### src/rtl/modbus_rtu_frame_rx.sv
// Modbus RTU receive framer: buffers UART bytes, feeds an external CRC-16 engine, closes frames on T3.5 silence.
// Optional address filter enabled by defining MODBUS_ADDR_FILTER_EN.
module modbus_rtu_frame_rx #(
  parameter int          MAX_LEN    = 256,
  parameter logic [15:0] T35_CYCLES = 16'd1750,
  parameter int          AW         = 8
) (
  input  logic          clk,
  input  logic          reset,
  input  logic [7:0]    rx_data,
  input  logic          rx_valid,
  output logic [7:0]    crc_byte,
  output logic          crc_start,
  output logic          crc_reset,
  input  logic          crc_busy,
  input  logic [15:0]   crc_value,
  input  logic [7:0]    slave_addr,
  input  logic [AW-1:0] rd_addr,
  output logic [7:0]    rd_data,
  output logic [AW:0]   frame_len,
  output logic          frame_ok,
  output logic          frame_err
);

  typedef enum logic [2:0] {
    S_IDLE, S_CLR, S_FEED, S_WAIT_HI, S_WAIT_LO, S_GAP, S_EVAL
  } state_t;

  localparam int             CW      = AW + 1;
  localparam logic [CW-1:0] CNT_MAX = CW'(MAX_LEN);
  localparam logic [CW-1:0] CNT_SAT = CW'(MAX_LEN + 1);
  localparam logic [CW-1:0] CNT_MIN = CW'(4);

  state_t        state_q, state_d;
  logic          hold_full;
  logic [7:0]    hold_data;
  logic          ovr;
  logic [CW-1:0] wr_cnt;
  logic [15:0]   timer;
  logic [7:0]    byte0;
  logic [7:0]    mem [2**AW];

  logic          feeding;
  logic          drop;
  logic          frame_bad;
  logic          addr_skip;
  logic [CW-1:0] len_clamped;

  assign feeding   = (state_q == S_FEED);
  assign drop      = rx_valid && hold_full && !feeding;
  assign crc_byte  = hold_data;
  assign frame_bad = ovr || (wr_cnt < CNT_MIN) || (crc_value != 16'h0000);
  // The count runs one past MAX_LEN only to flag overrun; frame_len reports bytes actually held.
  assign len_clamped = (wr_cnt > CNT_MAX) ? CNT_MAX : wr_cnt;

`ifdef MODBUS_ADDR_FILTER_EN
  assign addr_skip = !frame_bad && (byte0 != slave_addr) && (byte0 != 8'h00);
`else
  logic unused_addr_bits;
  assign unused_addr_bits = ^{slave_addr, byte0};
  assign addr_skip        = 1'b0;
`endif

  always_ff @(posedge clk or posedge reset) begin
    if (reset) state_q <= S_IDLE;
    else       state_q <= state_d;
  end

  // NOTE: every output and next state gets a default first, so no path through the case infers a latch.
  always_comb begin
    state_d   = state_q;
    crc_start = 1'b0;
    crc_reset = 1'b0;
    unique case (state_q)
      S_IDLE: begin
        crc_reset = 1'b1;
        if (hold_full) state_d = S_CLR;
      end
      S_CLR:     state_d = S_FEED;
      S_FEED: begin
        crc_start = 1'b1;
        state_d   = S_WAIT_HI;
      end
      S_WAIT_HI: if (crc_busy)  state_d = S_WAIT_LO;
      S_WAIT_LO: if (!crc_busy) state_d = S_GAP;
      S_GAP: begin
        if (hold_full)                 state_d = S_FEED;
        else if (timer >= T35_CYCLES)  state_d = S_EVAL;
      end
      S_EVAL:    state_d = S_IDLE;
      default:   state_d = S_IDLE;
    endcase
  end

  // NOTE: sequential state uses non-blocking assignments only; later statements in the block take priority.
  always_ff @(posedge clk or posedge reset) begin
    if (reset) begin
      hold_full <= 1'b0;
      hold_data <= 8'h00;
      ovr       <= 1'b0;
      wr_cnt    <= '0;
      timer     <= 16'h0000;
      byte0     <= 8'h00;
      rd_data   <= 8'h00;
      frame_len <= '0;
      frame_ok  <= 1'b0;
      frame_err <= 1'b0;
    end else begin
      rd_data   <= mem[rd_addr];
      frame_ok  <= 1'b0;
      frame_err <= 1'b0;

      if (rx_valid)                 timer <= 16'h0000;
      else if (timer < T35_CYCLES)  timer <= timer + 16'd1;

      // A strobe in the cycle FEED frees the register is captured, so it stays full.
      if (rx_valid && (!hold_full || feeding)) begin
        hold_data <= rx_data;
        hold_full <= 1'b1;
      end else if (feeding) begin
        hold_full <= 1'b0;
      end

      if (state_q == S_IDLE && hold_full) begin
        wr_cnt <= '0;
        ovr    <= 1'b0;
      end

      if (feeding) begin
        if (wr_cnt == '0)      byte0  <= hold_data;
        if (wr_cnt >= CNT_MAX) ovr    <= 1'b1;
        if (wr_cnt != CNT_SAT) wr_cnt <= wr_cnt + 1'b1;
      end

      // A dropped byte marks the frame it arrives in, even during the IDLE clear.
      if (drop) ovr <= 1'b1;

      if (state_q == S_EVAL && !addr_skip) begin
        frame_len <= len_clamped;
        frame_ok  <= !frame_bad;
        frame_err <= frame_bad;
      end
    end
  end

  // NOTE: the frame buffer has no reset; its contents are only meaningful once a frame has been written.
  always_ff @(posedge clk) begin
    if (feeding && (wr_cnt < CNT_MAX)) mem[wr_cnt[AW-1:0]] <= hold_data;
  end

endmodule
### config.mk
export PLATFORM = sky130hd
export DESIGN_NAME = modbus_rtu_frame_rx
export DESIGN_NICKNAME = d
export VERILOG_FILES = /design/src/rtl/modbus_rtu_frame_rx.sv
export SDC_FILE = /design/constraint.sdc
export NUM_CORES = 2
export LEC_CHECK = 0
export ABC_AREA = 1
export BUFFER_PORTS_ARGS = -buffer_cell sky130_fd_sc_hd__buf_2
export CAP_MARGIN = 20
export CORE_MARGIN = 2
export CORE_UTILIZATION = 40
export CTS_CLUSTER_SIZE = 8
export DETAILED_ROUTE_END_ITERATION = 16
export GPL_ROUTABILITY_DRIVEN = 0
export PLACE_DENSITY = 0.62
export RECOVER_POWER = 25
export SKIP_LAST_GASP = 1
export SLEW_MARGIN = 20
export SYNTH_ARGS = -nofsm -noshare
export SYNTH_HDL_FRONTEND = slang
export SYNTH_SLANG_ARGS = --single-unit
### constraint.sdc
create_clock -name clk -period 6.53 [get_ports clk]
set_input_delay 0.9795 -clock clk [delete_from_list [all_inputs] [get_ports clk]]
set_output_delay 0.9795 -clock clk [all_outputs]
set_load 0.01 [all_outputs]
==> metrics.yaml <==
floorplan:
  fp.dieW_um: 467
  initial_core_util_pct: 40.1
  dieArea_um2: 218000
  die_h_um: 467
  pin_count: 73
  coreArea_um2: 214000
  placementRows: 170
global_route:
  grt.total_usage_pct: 20.7
  antenna_found_initial: 6
  grt_pass1_vias: 52800
  grt_overflow: 0
  grt_pass1_wl_mm: 340
  grt_max_degree: 246
finish:
  final_nets: 7264
  area_growth_syn_to_layout_pct: 12.3
  fin_util_pct: 45.1
  fin_cells: 10100
  mostFrequentLayoutCell: "nand2_1"
  final_cell_mix: "nand2_1 (2,162), edfxtp_1 (2,048), nand3_1 (2,032)"
  layout-drive-gt1-share_pct: 6.98
route:
  routed_wl_mm: 229
  drt-pass1-iter-count: 6
  antenna_left: 0
  drc: 0
  drt_iter0_markers: 5931
  vias_per_cell: 5.49
  wl_per_cell_um: 22.7
  vias: 55400
status:
  status: "finished with violations"
  violations: "capacitance limit, slew limit"
setup_path:
  start_kind: "flip-flop"
  cp_slowest_cell: "clkbuf_1"
  cp-end-kind: "flip-flop"
  path_cells: "clkbuf_1"
  worstPathArrival_ns: 4.65
  crit_required_ns: 6.66
  crit_type: "reg -> reg"
  crit_fanout: 72
  cp_top_family: "buffers and inverters"
  slowest_delay_ns: 2.71
  cp.buffers_inverters: 1
clocking:
  post_cts_buffers: 0
  cts_tree: "built"
  postCtsHoldBufs: 0
  insertion_delay_ns: 0.95
  cts_resized: 0
  clockBufferDepth: 4
  cts-htree-levels: 5
  clk_pin_slew_ns: 0.05
  cts_buffers: 313
  clock-sinks: 2105
  root_buffer: "clkbuf_16"
synth:
  synth_seq_cells: 2105
  synth.area.top_cells: "edfxtp_1 (72%), nand3_1 (12%), nand2_1 (9.5%)"
  syn_area_per_cell_um2: 11.9
  synth_top_area_cell: "edfxtp_1"
  syn_area_um2: 85900
  synth_edf_count: 2048
  netlist_instances: 7241
  yosysSeqAreaShare_pct: 73.3
  synthArstFlopShare_pct: 2.71
  ys.warnings.count: 0
  synth_cell_types: 37
  synth_fp_nets: 7291
  synth_flop_cell: "edfxtp_1"
  synth_top_cell_area_share_pct: 71.6
timing:
  clock.fmax_mhz: 221
  period_share_pct: 69.2
  slew_headroom_pct: -153
  min_period_ns: 4.52
  setup_viol: 0
  rsz0062_at_grt: "no"
  skew_ns: 0.0650
  tightest_slew_ns: 3.79
  timing.final.max_slew_violations: 569
  setup_tns_ns: 0
  finalHoldViolCount: 0
power:
  p_leak_nw: 33.5
  max-vdd-ir-drop_mv: 0.478
  cellPowerDensity_nw_per_um2: 366
place:
  dp_cells: 9737
  portBuffers: 64
  place_hpwl_mm: 121
flow_run:
  cap_violations: 11
worst_hold_path:
  hp-class: "in -> reg"
==> flip-flops by register name (all words and copies together), names as in the netlist <==
| signal | cells |
|---|---|
| crc_byte | 8 |
| frame_err | 1 |
| frame_len | 9 |
| frame_ok | 1 |
| hold_full | 1 |
| mem | 2048 |
| ovr | 1 |
| rd_data | 8 |
| state_q | 3 |
| timer | 16 |
| wr_cnt | 9 |
==> final cells by class <==
type	count	area, um2
clock buffers	350	8250
diodes	5	12.5
inverters	59	256
flip-flops and latches	2105	62900
well taps	2838	3550
clock inverters	4	35.0
fillers	19200	118000
multi-input cells	4590	20100
repair buffers	145	1280
==> metal layers <==
layer | routed length [um] | track usage, % | vias up
li1 | - | - | 25500
met1 | 93500 | 27.9 | 27100
met2 | 108000 | 32.7 | 2373
met3 | 18800 | 4.14 | 405
met4 | 8660 | 8.54 | 2
met5 | 13 | 0 | -
==> worst paths after layout <==
path	slack, ns	end	startpoint	cells past startpoint
hold reg to reg	0.48	frame_len[5]	frame_len[5]	2
setup / recovery	2.01	mem[173][3]	crc_byte[3]	1
setup reg to reg	2.01	mem[173][3]	crc_byte[3]	1
max in group asynchronous	3.19	rd_data[4]	reset	3
min in group asynchronous	1.37	crc_byte[5]	reset	3
hold / removal	0.29	crc_byte[0]	rx_data[0]	2
==> Yosys cell counts (10+ instances only) <==
library cell and instances:
nand3_1 2032, dfrtp_1 57, buf_6 26, buf_1 38, nor3_1 15, nand2_1 2175
o21ai_0 14, buf_2 255, inv_1 54, a21oi_1 10, edfxtp_1 2048, buf_4 69
nor2_1 300, clkbuf_1 98
==> logic make-up (layout without fill, tap and decap cells) <==
| logic type | after synthesis | in the layout | share of synthesized area (%) |
|---|---|---|---|
| muxes | 8 | 8 | 0.105 |
| and+or+nand+nor | 4540 | 4540 | 22.9 |
| adders and majority gates | 6 | 6 | 0.0874 |
| other | 0 | 5 | 0 |
| buffers and inverters | 546 | 558 | 3.30 |
| AOI/OAI and AO/OA | 36 | 36 | 0.280 |
| DFF | 2105 | 2105 | 73.3 |
==> stage by stage <==
stage          total power, mW  instance area (um2)  hold WS (ns)  setup WS (ns)
6_report                  35.3                96400         0.289           2.01
5_1_grt                   36.3                96400         0.266           1.76
4_1_cts                   35.5                96500         0.237           3.01
3_5_place_dp              21.5                88200         0.463           2.49
3_3_place_gp              21.4                88200         0.459           2.50
2_1_floorplan             19.8                85900         0.445           2.31
==> where the power goes <==
| group | internal (mW) | total, mW | leakage [nW] | switching, mW |
|---|---|---|---|---|
| clock network | 8.72 | 14.0 | 4.06 | 5.32 |
| registers | 17.0 | 17.4 | 19.2 | 0.378 |
| logic | 0.582 | 3.86 | 10.3 | 3.28 |
| total | 26.3 | 35.3 | 33.5 | 8.98 |
Note: power is estimated with default switching activity, not from simulation.
